[src/rtl/uart_bus_master_if.sv]
// rtl/uart_bus_master_if.sv - valid/ready memory bus driven by the UART bus master
interface uart_bus_master_if;
  logic [31:0] addr;
  logic [2:0]  size;
  logic        valid;
  logic        write;
  logic [31:0] wdata;
  logic [31:0] rdata;
  logic        ready;

  modport master (
    output addr, size, valid, write, wdata,
    input  rdata, ready
  );

  modport slave (
    input  addr, size, valid, write, wdata,
    output rdata, ready
  );
endinterface

[src/rtl/uart_bus_master.sv]
// rtl/uart_bus_master.sv - 8N1 serial command bridge issuing single-word bus reads/writes
module uart_bus_master #(
  parameter int unsigned CLKDIV       = 400,
  parameter int unsigned BYTE_TIMEOUT = 2000000,
  parameter int unsigned BUS_TIMEOUT  = 1024,
  parameter logic        HOLD_RST     = 1'b1
) (
  input  logic                clk,
  input  logic                rstb,
  input  logic                rx,
  output logic                tx,
  output logic                hold,
  output logic                busy,
  uart_bus_master_if.master   bus
);

  localparam logic [15:0] DIV_M1  = 16'(CLKDIV - 1);
  localparam logic [15:0] HALF_M1 = 16'(CLKDIV / 2 - 1);
  localparam logic [31:0] BYTE_TO = 32'(BYTE_TIMEOUT - 1);
  localparam logic [31:0] BUS_TO  = 32'(BUS_TIMEOUT - 1);

  localparam logic [7:0] CH_W = 8'h57, CH_R = 8'h52, CH_H = 8'h48, CH_G = 8'h47;
  localparam logic [7:0] CH_K = 8'h4B, CH_E = 8'h45, CH_Q = 8'h3F;

  // ---------------- RX ----------------
  typedef enum logic [1:0] {RX_IDLE, RX_START, RX_DATA, RX_STOP} rx_state_t;

  rx_state_t   rx_state, rx_state_n;
  logic [15:0] rx_cnt, rx_cnt_n;
  logic [2:0]  rx_bit, rx_bit_n;
  logic [7:0]  rx_sh, rx_sh_n;
  logic        rx_stb, rx_stb_n;
  logic        rx_meta, rx_sync, rx_prev;

  always_ff @(posedge clk or negedge rstb) begin
    if (!rstb) begin
      rx_meta  <= 1'b1;
      rx_sync  <= 1'b1;
      rx_prev  <= 1'b1;
      rx_state <= RX_IDLE;
      rx_cnt   <= '0;
      rx_bit   <= '0;
      rx_sh    <= '0;
      rx_stb   <= 1'b0;
    end else begin
      rx_meta  <= rx;
      rx_sync  <= rx_meta;
      rx_prev  <= rx_sync;
      rx_state <= rx_state_n;
      rx_cnt   <= rx_cnt_n;
      rx_bit   <= rx_bit_n;
      rx_sh    <= rx_sh_n;
      rx_stb   <= rx_stb_n;
    end
  end

  always_comb begin
    rx_state_n = rx_state;
    rx_cnt_n   = rx_cnt;
    rx_bit_n   = rx_bit;
    rx_sh_n    = rx_sh;
    rx_stb_n   = 1'b0;
    case (rx_state)
      RX_IDLE: begin
        if (rx_prev && !rx_sync) begin
          rx_state_n = RX_START;
          rx_cnt_n   = HALF_M1;
        end
      end
      RX_START: begin
        if (rx_cnt != 16'd0) begin
          rx_cnt_n = rx_cnt - 16'd1;
        end else if (rx_sync) begin
          rx_state_n = RX_IDLE;
        end else begin
          rx_state_n = RX_DATA;
          rx_cnt_n   = DIV_M1;
          rx_bit_n   = 3'd0;
        end
      end
      RX_DATA: begin
        if (rx_cnt != 16'd0) begin
          rx_cnt_n = rx_cnt - 16'd1;
        end else begin
          rx_sh_n  = {rx_sync, rx_sh[7:1]};
          rx_cnt_n = DIV_M1;
          if (rx_bit == 3'd7) rx_state_n = RX_STOP;
          else                rx_bit_n   = rx_bit + 3'd1;
        end
      end
      RX_STOP: begin
        if (rx_cnt != 16'd0) begin
          rx_cnt_n = rx_cnt - 16'd1;
        end else begin
          // A low stop bit silently drops the byte.
          rx_stb_n   = rx_sync;
          rx_state_n = RX_IDLE;
        end
      end
      default: rx_state_n = RX_IDLE;
    endcase
  end

  // ---------------- TX ----------------
  typedef enum logic {TX_IDLE, TX_SEND} tx_state_t;

  tx_state_t   tx_state, tx_state_n;
  logic [15:0] tx_cnt, tx_cnt_n;
  logic [3:0]  tx_bit, tx_bit_n;
  logic [8:0]  tx_sh, tx_sh_n;
  logic        tx_n;
  logic        slot_full, slot_full_n;
  logic [7:0]  slot_data, slot_data_n;
  logic        tx_load;
  logic [7:0]  tx_byte;
  logic        start_frame;

  always_ff @(posedge clk or negedge rstb) begin
    if (!rstb) begin
      tx_state  <= TX_IDLE;
      tx_cnt    <= '0;
      tx_bit    <= '0;
      tx_sh     <= '1;
      tx        <= 1'b1;
      slot_full <= 1'b0;
      slot_data <= '0;
    end else begin
      tx_state  <= tx_state_n;
      tx_cnt    <= tx_cnt_n;
      tx_bit    <= tx_bit_n;
      tx_sh     <= tx_sh_n;
      tx        <= tx_n;
      slot_full <= slot_full_n;
      slot_data <= slot_data_n;
    end
  end

  always_comb begin
    tx_state_n  = tx_state;
    tx_cnt_n    = tx_cnt;
    tx_bit_n    = tx_bit;
    tx_sh_n     = tx_sh;
    tx_n        = tx;
    slot_full_n = slot_full;
    slot_data_n = slot_data;
    start_frame = 1'b0;
    case (tx_state)
      TX_IDLE: begin
        if (slot_full) start_frame = 1'b1;
      end
      TX_SEND: begin
        if (tx_cnt != 16'd0) begin
          tx_cnt_n = tx_cnt - 16'd1;
        end else if (tx_bit == 4'd9) begin
          // End of stop bit: chain straight into the next byte if one is waiting.
          if (slot_full) begin
            start_frame = 1'b1;
          end else begin
            tx_n       = 1'b1;
            tx_state_n = TX_IDLE;
          end
        end else begin
          tx_n     = tx_sh[0];
          tx_sh_n  = {1'b1, tx_sh[8:1]};
          tx_bit_n = tx_bit + 4'd1;
          tx_cnt_n = DIV_M1;
        end
      end
      default: tx_state_n = TX_IDLE;
    endcase
    if (start_frame) begin
      tx_n        = 1'b0;
      tx_sh_n     = {1'b1, slot_data};
      tx_bit_n    = 4'd0;
      tx_cnt_n    = DIV_M1;
      tx_state_n  = TX_SEND;
      slot_full_n = 1'b0;
    end
    if (tx_load) begin
      slot_full_n = 1'b1;
      slot_data_n = tx_byte;
    end
  end

  // ---------------- Parser ----------------
  typedef enum logic [2:0] {P_IDLE, P_ADDR, P_DATA, P_BUS, P_REPLY} p_state_t;

  p_state_t    p_state, p_state_n;
  logic [1:0]  idx, idx_n;
  logic [31:0] tmo, tmo_n;
  logic [31:0] addr_q, addr_n;
  logic [31:0] wdata_q, wdata_n;
  logic        write_q, write_n;
  logic        valid_q, valid_n;
  logic        hold_q, hold_n;
  logic [39:0] rep_buf, rep_buf_n;
  logic [2:0]  rep_cnt, rep_cnt_n;

  always_ff @(posedge clk or negedge rstb) begin
    if (!rstb) begin
      p_state <= P_IDLE;
      idx     <= '0;
      tmo     <= '0;
      addr_q  <= '0;
      wdata_q <= '0;
      write_q <= 1'b0;
      valid_q <= 1'b0;
      hold_q  <= HOLD_RST;
      rep_buf <= '0;
      rep_cnt <= '0;
    end else begin
      p_state <= p_state_n;
      idx     <= idx_n;
      tmo     <= tmo_n;
      addr_q  <= addr_n;
      wdata_q <= wdata_n;
      write_q <= write_n;
      valid_q <= valid_n;
      hold_q  <= hold_n;
      rep_buf <= rep_buf_n;
      rep_cnt <= rep_cnt_n;
    end
  end

  always_comb begin
    p_state_n = p_state;
    idx_n     = idx;
    tmo_n     = tmo;
    addr_n    = addr_q;
    wdata_n   = wdata_q;
    write_n   = write_q;
    valid_n   = valid_q;
    hold_n    = hold_q;
    rep_buf_n = rep_buf;
    rep_cnt_n = rep_cnt;
    tx_load   = 1'b0;
    tx_byte   = rep_buf[7:0];
    case (p_state)
      P_IDLE: begin
        idx_n = 2'd0;
        tmo_n = '0;
        if (rx_stb) begin
          p_state_n = P_REPLY;
          rep_cnt_n = 3'd1;
          rep_buf_n = {32'd0, CH_K};
          case (rx_sh)
            CH_W: begin write_n = 1'b1; p_state_n = P_ADDR; end
            CH_R: begin write_n = 1'b0; p_state_n = P_ADDR; end
            CH_H: hold_n = 1'b1;
            CH_G: hold_n = 1'b0;
            default: rep_buf_n = {32'd0, CH_Q};
          endcase
        end
      end
      P_ADDR, P_DATA: begin
        if (rx_stb) begin
          tmo_n = '0;
          idx_n = idx + 2'd1;
          if (p_state == P_ADDR) addr_n  = {rx_sh, addr_q[31:8]};
          else                   wdata_n = {rx_sh, wdata_q[31:8]};
          if (idx == 2'd3) begin
            if (p_state == P_ADDR && write_q) begin
              p_state_n = P_DATA;
            end else begin
              p_state_n = P_BUS;
              valid_n   = 1'b1;
            end
          end
        end else if (tmo == BYTE_TO) begin
          p_state_n = P_IDLE;
        end else begin
          tmo_n = tmo + 32'd1;
        end
      end
      P_BUS: begin
        if (bus.ready) begin
          valid_n   = 1'b0;
          p_state_n = P_REPLY;
          rep_buf_n = write_q ? {32'd0, CH_K} : {bus.rdata, CH_K};
          rep_cnt_n = write_q ? 3'd1 : 3'd5;
        end else if (tmo == BUS_TO) begin
          valid_n   = 1'b0;
          p_state_n = P_REPLY;
          rep_buf_n = {32'd0, CH_E};
          rep_cnt_n = 3'd1;
        end else begin
          tmo_n = tmo + 32'd1;
        end
      end
      P_REPLY: begin
        if (rep_cnt == 3'd0) begin
          p_state_n = P_IDLE;
        end else if (!slot_full) begin
          tx_load   = 1'b1;
          rep_buf_n = {8'd0, rep_buf[39:8]};
          rep_cnt_n = rep_cnt - 3'd1;
        end
      end
      default: p_state_n = P_IDLE;
    endcase
  end

  assign busy      = (p_state != P_IDLE);
  assign hold      = hold_q;
  assign bus.addr  = addr_q;
  assign bus.wdata = wdata_q;
  assign bus.write = write_q;
  assign bus.valid = valid_q;
  assign bus.size  = 3'd2;

endmodule

[src/flat_wrapper.sv]
// flat-port wrapper written by rule: the top's interface ports become plain ports
module uart_bus_master_flat 
#(
  parameter int unsigned CLKDIV       = 400,
  parameter int unsigned BYTE_TIMEOUT = 2000000,
  parameter int unsigned BUS_TIMEOUT  = 1024,
  parameter logic        HOLD_RST     = 1'b1
)
  (clk, rstb, rx, tx, hold, busy, bus_addr, bus_size, bus_valid, bus_write, bus_wdata, bus_rdata, bus_ready);
  uart_bus_master_if bus_i ();
  input  logic clk;
  input  logic rstb;
  input  logic rx;
  output logic tx;
  output logic hold;
  output logic busy;
  output wire logic [$bits(bus_i.addr)-1:0] bus_addr;
  output wire logic [$bits(bus_i.size)-1:0] bus_size;
  output wire logic [$bits(bus_i.valid)-1:0] bus_valid;
  output wire logic [$bits(bus_i.write)-1:0] bus_write;
  output wire logic [$bits(bus_i.wdata)-1:0] bus_wdata;
  input wire logic [$bits(bus_i.rdata)-1:0] bus_rdata;
  input wire logic [$bits(bus_i.ready)-1:0] bus_ready;
  assign bus_addr = bus_i.addr;
  assign bus_size = bus_i.size;
  assign bus_valid = bus_i.valid;
  assign bus_write = bus_i.write;
  assign bus_wdata = bus_i.wdata;
  assign bus_i.rdata = bus_rdata;
  assign bus_i.ready = bus_ready;
  uart_bus_master #(.CLKDIV(CLKDIV), .BYTE_TIMEOUT(BYTE_TIMEOUT), .BUS_TIMEOUT(BUS_TIMEOUT), .HOLD_RST(HOLD_RST)) u_core (.clk(clk), .rstb(rstb), .rx(rx), .tx(tx), .hold(hold), .busy(busy), .bus(bus_i));
endmodule
[config.mk]
export PLATFORM = sky130hd
export DESIGN_NAME = uart_bus_master_flat
export DESIGN_NICKNAME = d
export VERILOG_FILES = /design/src/rtl/uart_bus_master_if.sv /design/src/rtl/uart_bus_master.sv /design/src/flat_wrapper.sv
export SDC_FILE = /design/constraint.sdc
export NUM_CORES = 1
export LEC_CHECK = 0
export ABC_AREA = 0
export ABC_CLOCK_PERIOD_IN_PS = 2700
export BUFFER_PORTS_ARGS = -buffer_cell sky130_fd_sc_hd__buf_4
export CAP_MARGIN = 20
export CORE_MARGIN = 4
export CORE_UTILIZATION = 25
export CTS_BUF_LIST = sky130_fd_sc_hd__clkbuf_8
export DETAILED_ROUTE_END_ITERATION = 10
export HOLD_SLACK_MARGIN = 0.1
export SYNTH_ARGS = -nofsm -noshare
export SYNTH_HDL_FRONTEND = slang
export SYNTH_SLANG_ARGS = --single-unit
[constraint.sdc]
create_clock -name clk -period 2.7 [get_ports clk]
set_clock_uncertainty 0.05 [all_clocks]
set_input_delay 0.135 -clock clk [delete_from_list [all_inputs] [get_ports clk]]
set_output_delay 0.135 -clock clk [all_outputs]
set_load 0.1 [all_outputs]
# ---- Yosys cells after proc, flatten, opt, wreduce, memory -nomap -nowiden
# Cells that the tools add are included.
dict set report classes {
  n_reduce_logical 37
  add_sub_neg 7
  mux 90
  eq_ne 42
  shifts 0
  n_lt_le_gt_ge 0
  n_div 0
  n_bitwise 3
  multipliers 0
}
# operator n
set op_table {}
lappend op_table {{$mux 40} 6}
lappend op_table {{$mux 16} 9}
lappend op_table {{$mux 32} 4}
lappend op_table {{$pmux 40 s3} 1}
lappend op_table {{$pmux 32 s3} 1}
lappend op_table {{$pmux 16 s4} 1}
lappend op_table {{$mux 3} 18}
lappend op_table {{$mux 9} 4}
lappend op_table {{$add 32x1->32 const B} 1}
lappend op_table {{$eq 32x10->1 const B} 1}
lappend op_table {{$eq 32x21->1 const B} 1}
lappend op_table {{$eq 8x7->1 const B} 4}
lappend op_table {{$reduce_bool 16->1} 2}
lappend op_table {{$sub 16x1->16 const B} 2}
lappend op_table {{$mux 1} 25}
lappend op_table {{$reduce_and 5->1} 5}
lappend op_table {{$reduce_and 3->1} 7}
lappend op_table {{$ne 2x2->1 const B} 10}
lappend op_table {{$ne 2x1->1 const B} 9}
lappend op_table {{$mux 4} 4}
lappend op_table {{$mux 2} 7}
lappend op_table {{$reduce_bool 2->1} 7}
lappend op_table {{$pmux 3 s4} 1}
lappend op_table {{$ne 3x3->1 const B} 3}
lappend op_table {{other kinds (28)} 46}
dict set report totals {
  mem_bits_rw 0
  output_inout_bits 72
  latch_bits 0
  inputBits 36
  rom_bits 0
  mem_count 0
  ff_bits 220
}

# ---- Longest topological paths before layout
dict set report logic_depth {
  depth_word 6
  ltp_mapped 10
}

# ---- Least setup slack after synthesis
# Ideal clock, no wire load.
dict set report synth_timing {
  kind {reg2reg}
  start {register u_core.rx_cnt[0]}
  end {register u_core.rx_sh[0]}
  setup_time_ns 0.125
  path_buffers 2
  path_stages_with_launch 9
  slack_ns 0.164
  period_less_slack_ns 2.536
  t_required_ns 2.525
  arrival_time_ns 2.361
  path_cell_list {dfrtp_1 -> inv_1 -> ha_1 -> or3b_1 -> or4_4 -> buf_6 -> or3_1 -> buf_6 -> mux2_4}
}
dict set report synth_between {
  elab_chain_len 3
}
# item line_no
set synth_rtl {}
lappend synth_rtl {{start: declaration} uart_bus_master.sv:29} ;# logic [15:0] rx_cnt, rx_cnt_n;
lappend synth_rtl {{start signal: assignment} uart_bus_master.sv:50} ;# rx_cnt <= rx_cnt_n;
lappend synth_rtl {{$reduce_bool 16->1} uart_bus_master.sv:82} ;# if (rx_cnt != 16'd0) begin
lappend synth_rtl {{$not 1->1 (no line)} n/a}
lappend synth_rtl {{$reduce_and 2->1 (no line)} n/a}
lappend synth_rtl {{end signal: assignment} uart_bus_master.sv:52} ;# rx_sh <= rx_sh_n;
lappend synth_rtl {{end: declaration} uart_bus_master.sv:31} ;# logic [7:0] rx_sh, rx_sh_n;
# No other way between the ends.
# A chain may end at the register's enable or synchronous reset.

# ---- Worst setup path after layout
dict set report layout_timing {
  start {register u_core.rx_cnt[1]}
  end {register u_core.rx_sh[5]}
}
# The elaborated chain is that of the path after synthesis.

==> flow_summary_export.csv <==
group,metric,value,unit
timing,finalCritPeriodShare,95.0,%
place,io_buffers,104,
layout,antenna_cells,0,
grt,grt-ovfl-total,0,
setup_path,critPathKind,"flip-flop to flip-flop",
power_and_ir_drop,seqPwrFrac,42.4,%
drt,drtIter0Drc,406,
clock_network,h-tree-depth,2,
setup_path,cp_max_fo,10,
clock_network,numClockSinks,219,
drt,viasPerCell,4.67,
power_and_ir_drop,power.share.clock,33.4,%
layout,area_growth_syn_to_layout,27.1,%
floorplan,die_y,211,um
floorplan,rows,74,
drt,wl_per_cell,14.6,um
clock_network,clk_pin_slew_worst_paths,60,ps
timing,max_freq,0.390,GHz
setup_path,endpoint_kind,"flip-flop",
yosys,syn_inst,959,
timing,rsz0062_at_grt,"false",
setup_path,max_stage_delay,490,ps
grt,grt_pass1_vias,8176,
layout,nets,1175,
setup_path,path_cells,"inv_1 -> ha_1 -> or3b_1 -> or4_4 -> or3_1 -> buf_4 -> mux2_4",
yosys,synth_cell_types,70,
timing,fin_ws,134,ps
yosys,ys_seq_area_share,53.2,%
worst_hold_path,hold_class,"primary input to async pin",
power_and_ir_drop,ir_drop,385,uV
place,dpl.hpwl,16.6,mm
power_and_ir_drop,p_int,6.65,mW
drt,ant_nets,0,
floorplan,pin_count,108,
yosys,ys_ff_latch,219,
power_and_ir_drop,p_sw_share,32.8,%
yosys,synth_area,0.0103,sq mm
layout,layout_commonest_cell,"dfrtp_1",
grt,grt_max_degree,67,
clock_network,cts_buffer_depth,3,
grt,grt_pass1_wl,41.8,mm
grt,grt_use_total,11.1,%
yosys,ys_async_sr_fraction,100,%
setup_path,r2r-start,"u_core.rx_cnt[1]",
timing,setup_viol,0,
yosys,synth_top_area_share,49.9,%
drt,num_vias,7871,
place,dp_slack,37.7,ps
yosys,yosysWarnings,0,
floorplan,initial_core_util,25.3,%
power_and_ir_drop,p_per_area,754,mW/mm^2
yosys,syn_area_per_cell,10.8,sq um
clock_network,clk_latency,560,ps
setup_path,crit_slowest_cell,"or4_4",
setup_path,arrival,2960,ps
job,drv_cap,0,
yosys,synth_edf_count,0,
timing,slew_viol_final,0,
power_and_ir_drop,leakage,6.02,nW
layout,utilization,32.1,%
yosys,synthFlopType,"dfrtp_1",
place,globalplace.congestion,0.777,
floorplan,die_w,211,um
timing,hold_violations,0,
setup_path,worstPathRequired,3090,ps
timing,tightest_slew,594,ps
timing,max-slew-margin-rel,59.8,%
clock_network,cts_buffers,41,
floorplan,core_area,0.0408,sq mm
layout,mostFrequentLayoutCells,"206 x dfrtp_1, 134 x buf_4, 79 x nand2_1",
power_and_ir_drop,combPwrFrac,24.2,%
status,outcome,"completed",
timing,fin_crit,2570,ps
drt,drc_errors,0,
layout,n_fill_cell,4136,
yosys,synth_top_area_cell,"dfrtp_1",
grt,antenna_found_initial,0,
clock_network,cts_root_buf,"clkbuf_8",
setup_path,startpoint,"u_core.rx_cnt[1]",
power_and_ir_drop,p_switching,3.24,mW
layout,drive_above_1_share,27.1,%
drt,first_pass_iters,4,
drt,drt_wl_total,24.6,mm
power_and_ir_drop,p_total,9.89,mW
setup_path,startpoint_type,"flip-flop",
yosys,synthTopCellsByArea,"dfrtp_1 50%, mux2_2 8.0%, dfstp_2 3.3%",
clock_network,cts_tree,"yes",
timing,setup_tns,0,ps
floorplan,dieArea,0.0446,sq mm
==> flip-flops by register name, summed over array words and instances (netlist names), 2 cells and up, named ones only <==
signal            cells
u_core.rx_cnt        16
u_core.bus.addr      32
u_core.tx_bit         4
u_core.tx_cnt        16
u_core.p_state        3
u_core.rep_cnt        3
u_core.bus.wdata     32
u_core.rep_buf       40
u_core.tmo           32
u_core.tx_sh          8
u_core.rx_sh          8
u_core.slot_data      8
u_core.rx_bit         3
u_core.idx            2
==> power by group through the flow <==
stage	combinational (mW)	sequential, mW	clock [mW]
6_report	2.40	4.19	3.30
4_1_cts	2.41	4.20	3.44
2_1_floorplan	1.74	4.14	0
3_5_place_dp	2.36	4.25	0
3_3_place_gp	2.30	4.23	0
5_1_grt	2.74	4.27	3.59
==> kinds of logic (layout without fill, tap and decap cells) <==
group / after synthesis / in the layout / share of synthesized area (%)
AND/OR/NAND/NOR: 298 / 298 / 14.7
multiplexers: 85 / 85 / 9.48
AO/OA/AOI/OAI: 207 / 207 / 13.2
XOR/XNOR: 43 / 43 / 3.65
adder cells (fa/ha/maj): 17 / 17 / 2.01
buffers and inverters: 88 / 283 / 3.64
other: 2 / 3 / 0.0728
flip-flops: 219 / 219 / 53.2
==> layout make-up <==
cell class	instances	area [sq um]	area share, %
Clock inverter	21	134	1.02
Timing Repair Buffer	175	1470	11.2
Tap cell	532	666	5.07
Sequential cell	219	5500	41.9
Clock buffer	53	729	5.56
Inverter	34	128	0.973
Multi-Input combinational cell	653	4500	34.3
==> stage by stage <==
stage / hold slack [ps] / std cells / area (sq um)
after floorplan: -211 / 960 / 10300
after global placement: 56.6 / 1578 / 11900
after detailed placement: 55.8 / 1578 / 11900
after CTS: 104 / 1687 / 13100
after global routing: 127 / 1687 / 13100
final: 96.2 / 1687 / 13100
==> worst paths after layout <==
kind,slack (ps),cells past startpoint,end
worst min register to register,310,0,u_core.rx_sync
worst min-delay path,100,2,u_core.rep_buf[2]
worst max-delay path,130,7,u_core.rx_sh[5]
max in group asynchronous,1680,3,u_core.tmo[7]
min in group clk,170,2,u_core.rx_meta
worst max register to register,130,7,u_core.rx_sh[5]
==> critical path: cells and delay by family, from the launching register on <==
| family | cells | cell delay [ps] |
|---|---|---|
| flip-flops | 1 | 410 |
| buffers and inverters | 2 | 270 |
| multiplexers | 1 | 300 |
| adder cells (fa/ha/maj) | 1 | 170 |
| AND/OR/NAND/NOR | 3 | 1250 |
==> per-layer routing <==
layer	GRT usage, %	vias to the layer above	wire, um
met2	18.2	138	11800
li1	-	3796	-
met3	2.82	41	1260
met4	3.69	0	601
met1	14.3	3896	11000
met5	0	-	0
==> synthesized netlist by cell type, types with 8 or more instances <==
cell	instances
a21oi_1	29
a22o_1	10
a22oi_1	28
and3_1	9
clkbuf_1	40
dfrtp_1	206
dfstp_2	13
ha_1	15
inv_1	33
mux2_2	73
nand2_1	79
nand3_1	23
nand4_1	14
nor2_1	79
nor3_1	11
nor4_1	12
o2111ai_1	8
o211ai_1	14
o21ai_0	55
o22ai_1	10
or3_1	9
or4_1	9
xnor2_1	8
xor2_1	35
==> timing repair <==
action                                  CTS  global route
gates resized for setup                   1             1
gates cloned                              0             0
endpoints found under the setup margin    1             4
hold endpoints to repair                252             0
setup buffers                             0             0
hold buffers                             35             0
(Power assumes the default switching activity.)
